--- src/rtl/req_pend_pkg.sv ---
// ---------------------------------------------------------------------------
// req_pend_pkg
// Shared constants, state encoding and helpers for the req_pend_arb slice.
//   REQ_W   : number of request lines (fixed at 8, matches prio_enco_8x3)
//   IDX_W   : width of a granted index
//   state_t : arbiter FSM state
//   onehot  : index -> REQ_W-bit single-bit mask
// ---------------------------------------------------------------------------
package req_pend_pkg;

    localparam int REQ_W = 8;
    localparam int IDX_W = 3;

    typedef enum logic {
        IDLE    = 1'b0,
        PRESENT = 1'b1
    } state_t;

    function automatic logic [REQ_W-1:0] onehot(input logic [IDX_W-1:0] idx);
        logic [REQ_W-1:0] m;
        m      = '0;
        m[idx] = 1'b1;
        return m;
    endfunction

endpackage

--- src/rtl/req_pend_arb_if.sv ---
// ---------------------------------------------------------------------------
// req_pend_arb_if
// Request/mask inputs and valid/ready grant outputs of req_pend_arb.
//   req_in    : raw request lines
//   mask      : per-line grant enable (1 = eligible)
//   out_ready : downstream accepts the grant
//   out_valid : grant index valid
//   out_idx   : granted index
//   pending   : sticky pending register
// Modports: slave = arbiter side, master = requester/consumer side.
// ---------------------------------------------------------------------------
interface req_pend_arb_if;
    import req_pend_pkg::*;

    logic [REQ_W-1:0] req_in;
    logic [REQ_W-1:0] mask;
    logic             out_ready;
    logic             out_valid;
    logic [IDX_W-1:0] out_idx;
    logic [REQ_W-1:0] pending;

    modport slave (
        input  req_in,
        input  mask,
        input  out_ready,
        output out_valid,
        output out_idx,
        output pending
    );

    modport master (
        output req_in,
        output mask,
        output out_ready,
        input  out_valid,
        input  out_idx,
        input  pending
    );

endinterface

--- src/rtl/prio_enco_8x3.sv ---
// ---------------------------------------------------------------------------
// prio_enco_8x3
// Combinational 8-to-3 priority encoder, bit 7 highest priority.
//   d : request vector
//   q : index of the highest set bit (0 when d is all zero, which is
//       indistinguishable from d[0] set; callers must qualify with |d)
// ---------------------------------------------------------------------------
module prio_enco_8x3 (
    input  logic [7:0] d,
    output logic [2:0] q
);

    always_comb begin
        q = 3'd0;
        for (int i = 0; i < 8; i++) begin
            if (d[i]) q = i[2:0];
        end
    end

endmodule

--- src/rtl/req_pend_arb.sv ---
// ---------------------------------------------------------------------------
// req_pend_arb
// Captures request lines into sticky pending bits, masks them, and presents
// the highest-priority eligible index over valid/ready. The accepted bit is
// cleared on the handshake. A presented grant is never preempted.
//
// Ports:
//   clk  : clock, rising edge
//   rst  : asynchronous active-high reset
//   ovf  : (only with REQ_PEND_OVF_EN) sticky per-line lost-event flags
//   bus  : req_pend_arb_if.slave (req_in, mask, out_ready, out_valid,
//          out_idx, pending)
// Parameter EDGE_DET: 1 = rising edge of req_in sets pending,
//                     0 = high level sets pending every cycle.
// Optional feature macro: REQ_PEND_OVF_EN.
//
// state   | meaning
// IDLE    | no grant presented; loads highest eligible index when any
// PRESENT | out_valid high, out_idx frozen until out_ready
// ---------------------------------------------------------------------------
module req_pend_arb
    import req_pend_pkg::*;
#(
    parameter int EDGE_DET = 1
) (
    input  logic             clk,
    input  logic             rst,
`ifdef REQ_PEND_OVF_EN
    output logic [REQ_W-1:0] ovf,
`endif
    req_pend_arb_if.slave    bus
);

    state_t           state_q, state_d;
    logic [REQ_W-1:0] pend_q, pend_d;
    logic [REQ_W-1:0] req_q;
    logic [IDX_W-1:0] idx_q, idx_d;
    logic [REQ_W-1:0] set, clr, elig;
    logic [IDX_W-1:0] enc_idx;
    logic             accept;

    prio_enco_8x3 u_enc (
        .d (elig),
        .q (enc_idx)
    );

    // Set is ORed in after the clear so a same-cycle re-request survives.
    always_comb begin
        set    = (EDGE_DET != 0) ? (bus.req_in & ~req_q) : bus.req_in;
        accept = (state_q == PRESENT) && bus.out_ready;
        clr    = accept ? onehot(idx_q) : '0;
        pend_d = (pend_q & ~clr) | set;
        elig   = pend_q & bus.mask;
    end

    always_comb begin
        state_d = state_q;
        idx_d   = idx_q;
        case (state_q)
            IDLE: begin
                // enc_idx is meaningless for an all-zero eligible vector.
                if (|elig) begin
                    idx_d   = enc_idx;
                    state_d = PRESENT;
                end
            end
            PRESENT: begin
                if (bus.out_ready) state_d = IDLE;
            end
            default: state_d = IDLE;
        endcase
    end

    always_ff @(posedge clk or posedge rst) begin
        if (rst) begin
            state_q <= IDLE;
            pend_q  <= '0;
            req_q   <= '0;
            idx_q   <= '0;
        end else begin
            state_q <= state_d;
            pend_q  <= pend_d;
            req_q   <= bus.req_in;
            idx_q   <= idx_d;
        end
    end

    assign bus.out_valid = (state_q == PRESENT);
    assign bus.out_idx   = idx_q;
    assign bus.pending   = pend_q;

`ifdef REQ_PEND_OVF_EN
    logic [REQ_W-1:0] ovf_q, ovf_d;

    // A set landing on an already-pending bit that is not being serviced
    // this cycle merges into it, so one event is lost.
    always_comb begin
        ovf_d = (ovf_q & ~clr) | (set & pend_q & ~clr);
    end

    always_ff @(posedge clk or posedge rst) begin
        if (rst) ovf_q <= '0;
        else     ovf_q <= ovf_d;
    end

    assign ovf = ovf_q;
`endif

endmodule

--- src/flat_wrapper.sv ---
// flat-port wrapper written by rule: the top's interface ports become plain ports
module req_pend_arb_flat import req_pend_pkg::*;
#(
    parameter int EDGE_DET = 1
)
  (clk, rst, bus_req_in, bus_mask, bus_out_ready, bus_out_valid, bus_out_idx, bus_pending);
  req_pend_arb_if bus_i ();
  input  logic clk;
  input  logic rst;
  input wire logic [$bits(bus_i.req_in)-1:0] bus_req_in;
  input wire logic [$bits(bus_i.mask)-1:0] bus_mask;
  input wire logic [$bits(bus_i.out_ready)-1:0] bus_out_ready;
  output wire logic [$bits(bus_i.out_valid)-1:0] bus_out_valid;
  output wire logic [$bits(bus_i.out_idx)-1:0] bus_out_idx;
  output wire logic [$bits(bus_i.pending)-1:0] bus_pending;
  assign bus_i.req_in = bus_req_in;
  assign bus_i.mask = bus_mask;
  assign bus_i.out_ready = bus_out_ready;
  assign bus_out_valid = bus_i.out_valid;
  assign bus_out_idx = bus_i.out_idx;
  assign bus_pending = bus_i.pending;
  req_pend_arb #(.EDGE_DET(EDGE_DET)) u_core (.clk(clk), .rst(rst), .bus(bus_i));
endmodule
--- config.mk ---
export PLATFORM = sky130hd
export DESIGN_NAME = req_pend_arb_flat
export DESIGN_NICKNAME = d
export VERILOG_FILES = /design/src/rtl/req_pend_pkg.sv /design/src/rtl/req_pend_arb_if.sv /design/src/rtl/prio_enco_8x3.sv /design/src/rtl/req_pend_arb.sv /design/src/flat_wrapper.sv
export SDC_FILE = /design/constraint.sdc
export NUM_CORES = 1
export LEC_CHECK = 0
export ABC_CLOCK_PERIOD_IN_PS = 3500
export BUFFER_PORTS_ARGS = -buffer_cell sky130_fd_sc_hd__buf_2
export CORE_MARGIN = 10
export CORE_UTILIZATION = 50
export CTS_CLUSTER_SIZE = 40
export DETAILED_ROUTE_END_ITERATION = 8
export GPL_ROUTABILITY_DRIVEN = 1
export PLACE_DENSITY = 0.85
export SLEW_MARGIN = 25
export SYNTH_ARGS = -nofsm -noshare
export SYNTH_HDL_FRONTEND = slang
export SYNTH_HIERARCHICAL = 1
export SYNTH_SLANG_ARGS = --single-unit
--- constraint.sdc ---
create_clock -name clk -period 3.5 [get_ports clk]
set_clock_uncertainty 0.1 [all_clocks]
set_input_delay 0.525 -clock clk [delete_from_list [all_inputs] [get_ports clk]]
set_output_delay 0.525 -clock clk [all_outputs]
set_load 0.01 [all_outputs]
==> impl_metrics.env, run 1 <==
export IMPL_grt_max_degree=21
export IMPL_cts_buffers=3
export IMPL_drt_iter0_markers=23
export IMPL_ys_ff_latch=20
export IMPL_remaining_drc_errors=0
export IMPL_r2r_slack_ps=1620
export IMPL_max_freq_mhz=533.2
export IMPL_end_kind="flop"
export IMPL_synth_nets=95
export IMPL_rsz0062_at_grt="no"
export IMPL_syn_area_per_cell_um2=11.08
export IMPL_yosys_warnings=6
export IMPL_clock_sinks=20
export IMPL_synth_top_area_share_pct=59.44
export IMPL_core_um2=1541
export IMPL_maxCapViolCount=0
export IMPL_grt_pass1_vias=716
export IMPL_worstPathRequired_ps=3610
export IMPL_grt_use_total_pct=11.53
export IMPL_layout_min_cycle_time_ps=1875
export IMPL_multi_input_comb_area_um2=300.3
export IMPL_worstMarginPinSlew_ps=724.7
export IMPL_syn_instance_count=76
export IMPL_cellPowerDensity_nw_per_um2=626.8
export IMPL_nFillCells=131
export IMPL_wire_per_inst_um=16.22
export IMPL_hpwlAfterDp_um=1577
export IMPL_tns_ps=0
export IMPL_slew_limit_headroom_pct=51.64
export IMPL_final_cell_mix="30 x buf_2, 20 x dfrtp_1, 15 x o21ai_0"
export IMPL_clock_latency_ps=310
export IMPL_hold_class="primary input to async pin"
export IMPL_gp_congestion=0.7821
export IMPL_dr_total_vias=675
export IMPL_p_leak_uw=0.0004988
export IMPL_cts_htree_levels=1
export IMPL_grt_pass1_wl_um=3174
export IMPL_rows=14
export IMPL_peakVddDrop_mv=0.4121
export IMPL_cp_arrival_ps=1980
export IMPL_ant_nets=0
export IMPL_setup_viol=0
export IMPL_final_common_cell="buf_2"
export IMPL_slowest_stage="or4_4"
export IMPL_ys_types=17
export IMPL_portBuffers=30
export IMPL_cts_hold_buffers=0
export IMPL_ctsRootBufferMaster="clkbuf_4"
export IMPL_crit_family="simple AND/OR/NAND/NOR gates"
export IMPL_synth_area_um2=842.1
export IMPL_antenna_found_initial=0
export IMPL_post_cts_buffers=0
export IMPL_tritoncts="built"
export IMPL_drive_gt1_share_pct=37.27
export IMPL_hold_ws_ps=213.5
export IMPL_clk_pin_slew_ps=110
export IMPL_io_pins=31
export IMPL_cts_resized=0
export IMPL_dieArea_um2=3725
export IMPL_synth_top_area_cell="dfrtp_1"
export IMPL_period_share_pct=53.58
export IMPL_cp_start_kind="flop"
export IMPL_initial_core_util_pct=54.63
export IMPL_final_max_slew_violation_count=0
export IMPL_antenna_cells=0
export IMPL_overflow=0
export IMPL_seqCellArea_um2=500.5
export IMPL_drt_wl_total_um=2044
export IMPL_fin_nets=130
export IMPL_dr_pass1_iters=4
export IMPL_critPathKind="flop to flop"
export IMPL_yosys_top_cells_area="dfrtp_1 59%, o21ai_0 8.9%, mux2_4 5.3%, and2_1 5.2%, inv_1 4.5%"
export IMPL_outcome="finished clean"
export IMPL_cp_cell_sequence="and2_4 -> or4_4 -> o21bai_4 -> mux2_4"
export IMPL_cts_path_max_buffers=2
export IMPL_via_per_inst=5.357
export IMPL_cp_max_fo=4
export IMPL_hold_viol=0
export IMPL_ys_seq_area_share_pct=59.44
export IMPL_path_buf_inv=0
export IMPL_die_x_um=61.04
export IMPL_area_delta_synth_final_pct=26.45
export IMPL_die_y_um=61.04
export IMPL_max_stage_delay_ps=550
synthesized netlist by cell type:
cell type  number
mux2_4          3
o31ai_1         3
nor2_1          2
or4_4           2
inv_1          10
o21bai_4        1
and2_1          7
o21ai_0        15
a21oi_1         3
nand2_1         3
nand2b_1        2
nand3_1         1
clkinv_1        1
dfrtp_1        20
nand3b_1        1
nor3_1          1
and2_4          1
sequential cells by signal, indices dropped and copies added, names as in the netlist:
register / cells
u_core/req_q: 8
u_core/bus.out_idx: 3
u_core/bus.out_valid: 1
u_core/bus.pending: 8
kinds of logic (layout without fill, tap and decap cells):
group | count (synthesis) | in the layout | synth area share (%)
flops | 20 | 20 | 59.44
mux | 3 | 3 | 5.349
compound gates | 22 | 22 | 15.60
simple gates | 20 | 20 | 14.71
buf+inv | 11 | 45 | 4.903
cell type report:
class,instances,share of cell area [%]
Clock inverter,1,2.820
Inverter,11,3.878
Clock buffer,3,2.115
Timing Repair Buffer,30,14.10
Tap cell,16,1.880
Sequential cell,20,47.00
Multi-Input combinational cell,45,28.20
power breakdown:
part / total [µW] / switching (µW) / internal, µW
clock: 191 / 75.0 / 116
combinational: 175 / 92.2 / 82.4
sequential: 302 / 33.7 / 268
layer usage:
layer,vias up,share of wire (%),GRT usage [%]
li1,324,-,-
met1,321,41,12.12
met2,26,49,19.74
met3,4,8.6,4.115
met4,0,1.3,5.956
met5,-,0,0
through the flow:
| step | instances | setup WS [ps] | utilization [%] | area [µm²] | power [µW] |
|---|---|---|---|---|---|
| after floorplan | 76 | 1578 | - | 842.1 | 406.0 |
| final | 126 | 1625 | 69.07 | 1065 | 667.4 |
| after CTS | 126 | 1627 | 69.07 | 1065 | 670.4 |
| after global routing | 126 | 1568 | 69.07 | 1065 | 701.2 |
| after global placement | 122 | 1462 | 65.67 | 1012 | 472.4 |
| after detailed placement | 122 | 1429 | 65.67 | 1012 | 481.9 |
worst reg2reg max path, cell delays in order (launching register included):
cell	delay, ps
dfrtp_1	410
and2_4	170
or4_4	550
o21bai_4	220
mux2_4	320
final timing paths:
check / startpoint / to / depth (start not counted)
setup / recovery: u_core/bus.pending[6]$_DFF_PP0_ / u_core/bus.out_idx[1]$_DFFE_PP0P_ / 4
hold / removal: rst / u_core/bus.pending[2]$_DFF_PP0_ / 2
setup reg to reg: u_core/bus.pending[6]$_DFF_PP0_ / u_core/bus.out_idx[1]$_DFFE_PP0P_ / 4
hold reg to reg: u_core/req_q[4]$_DFF_PP0_ / u_core/bus.pending[4]$_DFF_PP0_ / 1
max in group asynchronous: rst / u_core/bus.out_idx[2]$_DFFE_PP0P_ / 2
min in group clk: bus_req_in[2] / u_core/req_q[2]$_DFF_PP0_ / 1
No activity file was read; power rests on OpenSTA's default activity.
==> inputs of run 2 (changes only) <==
ABC_CLOCK_PERIOD_IN_PS = 1600   (was 3500)
CORE_UTILIZATION = 42   (was 50)
PLACE_DENSITY = 0.76   (was 0.85)
clock period = 1.6 ns   (was 3.5 ns; I/O delays follow)
==> impl_metrics.env, run 2 (same netlist as run 1, synthesis figures left out) <==
export IMPL_tns_ps=-624.8
export IMPL_outcome="finished with violations"
export IMPL_p_leak_uw=0.0006066
export IMPL_dr_pass1_iters=4
export IMPL_power_uw=1466
export IMPL_ant_nets=0
export IMPL_final_cell_mix="30 x buf_2, 20 x dfrtp_1, 15 x buf_4, 15 x o21ai_0, 10 x inv_1"
export IMPL_antenna_found_initial=0
export IMPL_critPathKind="flop to flop"
export IMPL_seq_power_share_pct=45.3
export IMPL_hold_viol=0
export IMPL_intPower_uw=1017
export IMPL_tritoncts="built"
export IMPL_fin_nets=154
export IMPL_dp_cells=146
export IMPL_crit_family="simple AND/OR/NAND/NOR gates"
export IMPL_drt_wl_total_um=2287
export IMPL_max_freq_mhz=552.3
export IMPL_die_y_um=64.78
export IMPL_ctsRootBufferMaster="clkbuf_4"
export IMPL_clock_sinks=20
export IMPL_sw_frac_of_total_pct=30.64
export IMPL_antenna_cells=0
export IMPL_cts_htree_levels=1
export IMPL_maxCapViolCount=0
export IMPL_dr_total_vias=770
export IMPL_portBuffers=30
export IMPL_layout_cells_non_filler=161
export IMPL_via_per_inst=4.783
export IMPL_grt_pass1_vias=853
export IMPL_end_kind="flop"
export IMPL_overflow=0
export IMPL_clk_pin_slew_ps=110
export IMPL_cellPowerDensity_nw_per_um2=1150
export IMPL_gp_congestion=0.8902
export IMPL_p_switching_uw=449.1
export IMPL_core_um2=1942
export IMPL_hold_class="primary input to flop"
export IMPL_rows=16
export IMPL_clock_latency_ps=290
export IMPL_remaining_drc_errors=0
export IMPL_layout_min_cycle_time_ps=1811
export IMPL_violations="setup timing"
export IMPL_cp_max_fo=3
export IMPL_final_max_slew_violation_count=0
export IMPL_clockPowerShare_pct=19.2
export IMPL_dieArea_um2=4196
export IMPL_cp_start_kind="flop"
export IMPL_final_common_cell="buf_2"
export IMPL_grt_pass1_wl_um=3643
export IMPL_setup_slack_ps=-210.7
export IMPL_drt_iter0_markers=8
export IMPL_area_delta_synth_final_pct=51.41
export IMPL_period_share_pct=113.2
export IMPL_rsz0062_at_grt="yes"
export IMPL_cp_cell_sequence="and2_4 -> or4_4 -> o21bai_4 -> mux2_4"
export IMPL_max_stage_delay_ps=530
export IMPL_slowest_stage="or4_4"
export IMPL_hpwlAfterDp_um=1737
export IMPL_worstMarginPinSlew_ps=275.8
export IMPL_peakVddDrop_mv=0.7460
export IMPL_io_pins=31
export IMPL_p_comb_share_pct=35.4
export IMPL_slew_limit_headroom_pct=81.62
export IMPL_cts_buffers=3
export IMPL_grt_max_degree=21
export IMPL_path_buf_inv=0
export IMPL_initial_core_util_pct=43.36
export IMPL_worstPathRequired_ps=1690
export IMPL_grt_use_total_pct=10.85
export IMPL_die_x_um=64.78
export IMPL_cp_arrival_ps=1900
export IMPL_dp_slack_ps=-213.5
export IMPL_setup_viol=3
export IMPL_drive_gt1_share_pct=44.78
export IMPL_cts_path_max_buffers=2
export IMPL_fin_util_pct=65.66
export IMPL_wire_per_inst_um=14.20
run 2: cell count changes in the layout (fill, tap and decap cells not counted), sizes merged:
cell and change:
buf +15, dlygate4sd3 +9, bufinv -1, clkbuf +1
run 2: power groups by stage:
stage                     Combinational, µW  Sequential, µW  Clock, µW
after floorplan                         200             692          0
after global placement                  469             663          0
after detailed placement                482             670          0
after CTS                               501             660        289
after global routing                    571             679        300
final                                   520             664        282
run 2: metal layers:
metal | routed length [µm] | part of all wire (%) | global-route usage, % | vias to the layer above
met5 | 0 | 0 | 0 | -
met4 | 16 | 0.70 | 4.011 | 0
met3 | 204 | 8.9 | 5.155 | 2
met2 | 1176 | 51 | 19.33 | 32
met1 | 890 | 39 | 10.70 | 365
li1 | - | - | - | 371
run 2: cell type report:
class | instances | area [µm²]
timing repair buffer | 54 | 352.8
inverter | 11 | 41.29
multi-input combinational | 45 | 310.3
sequential | 20 | 500.5
fill | 178 | 666.9
clock buffer | 4 | 36.28
tap | 27 | 33.78
run 2: what timing repair did:
action	in CTS	in global routing
endpoints found under the hold margin	28	0
hold buffers	9	0
setup buffers	0	2
gates resized for setup	0	3
setup endpoints to repair	4	4
pin swaps	0	3
run 2: per-stage QoR:
step	hold WS (ps)	cell area [µm²]
after global routing	47.85	1275
after CTS	29.53	1252
after detailed placement	175.3	1126
final	39.72	1275
after global placement	170.8	1126
after floorplan	103.8	844.6
run 2: final timing paths:
path / start / endpoint / slack, ps / depth (start not counted)
worst max-delay path: u_core/bus.pending[5]$_DFF_PP0_ / u_core/bus.out_idx[1]$_DFFE_PP0P_ / -210 / 4
worst min-delay path: bus_out_ready / u_core/bus.out_valid$_DFF_PP0_ / 40 / 2
worst max register to register: u_core/bus.pending[5]$_DFF_PP0_ / u_core/bus.out_idx[1]$_DFFE_PP0P_ / -210 / 4
worst min register to register: u_core/req_q[1]$_DFF_PP0_ / u_core/bus.pending[1]$_DFF_PP0_ / 330 / 1
max in group asynchronous: rst / u_core/req_q[1]$_DFF_PP0_ / 770 / 4
min in group asynchronous: rst / u_core/req_q[5]$_DFF_PP0_ / 420 / 4
run 2: worst reg2reg max path: cells and delay by family (launching register included):
kind	cells	cell delay, ps
compound gates	1	210
flops	1	410
simple gates	2	680
mux	1	310
==> inputs of run 3 (changes only) <==
ABC_AREA = 1   (was not set)
CORE_MARGIN = 4   (was 10)
==> impl_metrics.env, run 3 <==
export IMPL_final_cell_mix="30 x buf_2, 28 x nand2_1, 21 x inv_1"
export IMPL_dpl_instance_area_um2=1047
export IMPL_cts_resized=0
export IMPL_slew_limit_headroom_pct=83.61
export IMPL_yosys_warnings=6
export IMPL_p_leak_uw=0.0006332
export IMPL_final_max_slew_violation_count=0
export IMPL_drive_gt1_share_pct=28.97
export IMPL_crit_family="flip-flops"
export IMPL_gp_congestion=0.8413
export IMPL_period_share_pct=76.56
export IMPL_setup_viol=0
export IMPL_rsz0062_at_grt="no"
export IMPL_dr_total_vias=794
export IMPL_startpoint="u_core/bus.out_idx[1]$_DFFE_PP0P_"
export IMPL_cts_buffers=3
export IMPL_portBuffers=30
export IMPL_die_x_um=53.14
export IMPL_cp_arrival_ps=880
export IMPL_max_stage_delay_ps=440
export IMPL_layout_min_cycle_time_ps=1225
export IMPL_ctsRootBufferMaster="clkbuf_4"
export IMPL_syn_instance_count=102
export IMPL_max_freq_mhz=816.4
export IMPL_synth_nets=121
export IMPL_remaining_drc_errors=0
export IMPL_synth_area_um2=855.8
export IMPL_clock_sinks=20
export IMPL_grt_pass1_vias=812
export IMPL_outcome="finished clean"
export IMPL_overflow=0
export IMPL_layout_cells_non_filler=172
export IMPL_tritoncts="built"
export IMPL_cp_max_fo=5
export IMPL_initial_core_util_pct=44.07
export IMPL_antenna_found_initial=0
export IMPL_dieArea_um2=2824
export IMPL_tns_ps=0
export IMPL_cts_hold_buffers=9
export IMPL_stdcell_area_um2=1160
export IMPL_dp_cells=160
export IMPL_cp_cell_sequence="buf_2"
export IMPL_critPathKind="flop to output port"
export IMPL_drt_iter0_markers=21
export IMPL_die_y_um=53.14
export IMPL_rows=16
export IMPL_hold_viol=0
export IMPL_area_delta_synth_final_pct=35.53
export IMPL_dr_pass1_iters=4
export IMPL_post_cts_buffers=0
export IMPL_worstMarginPinSlew_ps=245.9
export IMPL_multi_input_comb_area_um2=261.5
export IMPL_clk_pin_slew_ps=100
export IMPL_fin_nets=166
export IMPL_via_per_inst=4.616
export IMPL_power_uw=1628
export IMPL_cellPowerDensity_nw_per_um2=1404
export IMPL_seqCellArea_um2=500.5
export IMPL_grt_pass1_wl_um=3381
export IMPL_hpwlAfterDp_um=1473
export IMPL_grt_use_total_pct=16.15
export IMPL_clock_latency_ps=290
export IMPL_ant_nets=0
export IMPL_drt_wl_total_um=1915
export IMPL_hp_start="bus_out_ready"
export IMPL_peakVddDrop_mv=0.8473
export IMPL_worstPathRequired_ps=1260
export IMPL_grt_max_degree=21
export IMPL_path_buf_inv=1
export IMPL_io_pins=31
export IMPL_maxCapViolCount=0
export IMPL_end_kind="output port"
export IMPL_wire_per_inst_um=11.13
export IMPL_syn_area_per_cell_um2=8.390
export IMPL_r2r_start="u_core/bus.pending[3]$_DFF_PP0_"
export IMPL_slowest_stage="dfrtp_1"
export IMPL_cts_htree_levels=1
export IMPL_antenna_cells=0
export IMPL_cts_path_max_buffers=2
export IMPL_cp_start_kind="flop"
export IMPL_core_um2=1942
export IMPL_final_common_cell="buf_2"
export IMPL_nFillCells=195
export IMPL_hold_class="primary input to flop"
==> run 3: worst paths after layout <==
path,depth (start not counted),slack (ps),endpoint
worst min-delay path,2,70,u_core/bus.out_valid$_DFF_PP0_
worst max-delay path,1,380,bus_out_idx[1]
min in group asynchronous,4,390,u_core/req_q[7]$_DFF_PP0_
worst min register to register,1,330,u_core/bus.pending[7]$_DFF_PP0_
worst max register to register,6,410,u_core/bus.out_idx[1]$_DFFE_PP0P_
max in group asynchronous,4,810,u_core/req_q[2]$_DFF_PP0_
==> run 3: metal layers <==
| metal | global-route usage (%) | part of all wire [%] |
|---|---|---|
| met1 | 21.04 | 42 |
| met2 | 27.48 | 51 |
| met3 | 2.254 | 5.3 |
| met4 | 5.106 | 0.99 |
| met5 | 0 | 0 |
==> run 3: power by group <==
part / switching [µW] / internal, µW
sequential: 114 / 642
clock: 143 / 87.6
combinational: 387 / 254
==> run 3: through the flow <==
stage / setup WS (ps) / utilization (%) / hold slack [ps]
global route: 287.6 / 59.73 / 86.24
detailed placement: 426.7 / 53.93 / 173.6
floorplan: 473.6 / - / 103.8
global placement: 441.2 / 53.93 / 168.4
CTS: 366.7 / 59.73 / 68.27
finish: 375.1 / 59.73 / 66.60
==> run 3: layout make-up <==
class                   count  share of cell area (%)
clock buffers               3                   1.942
well taps                  27                   2.913
repair buffers             40                   21.36
inverters                  25                   8.091
flip-flops and latches     20                   43.15
multi-input cells          57                   22.55
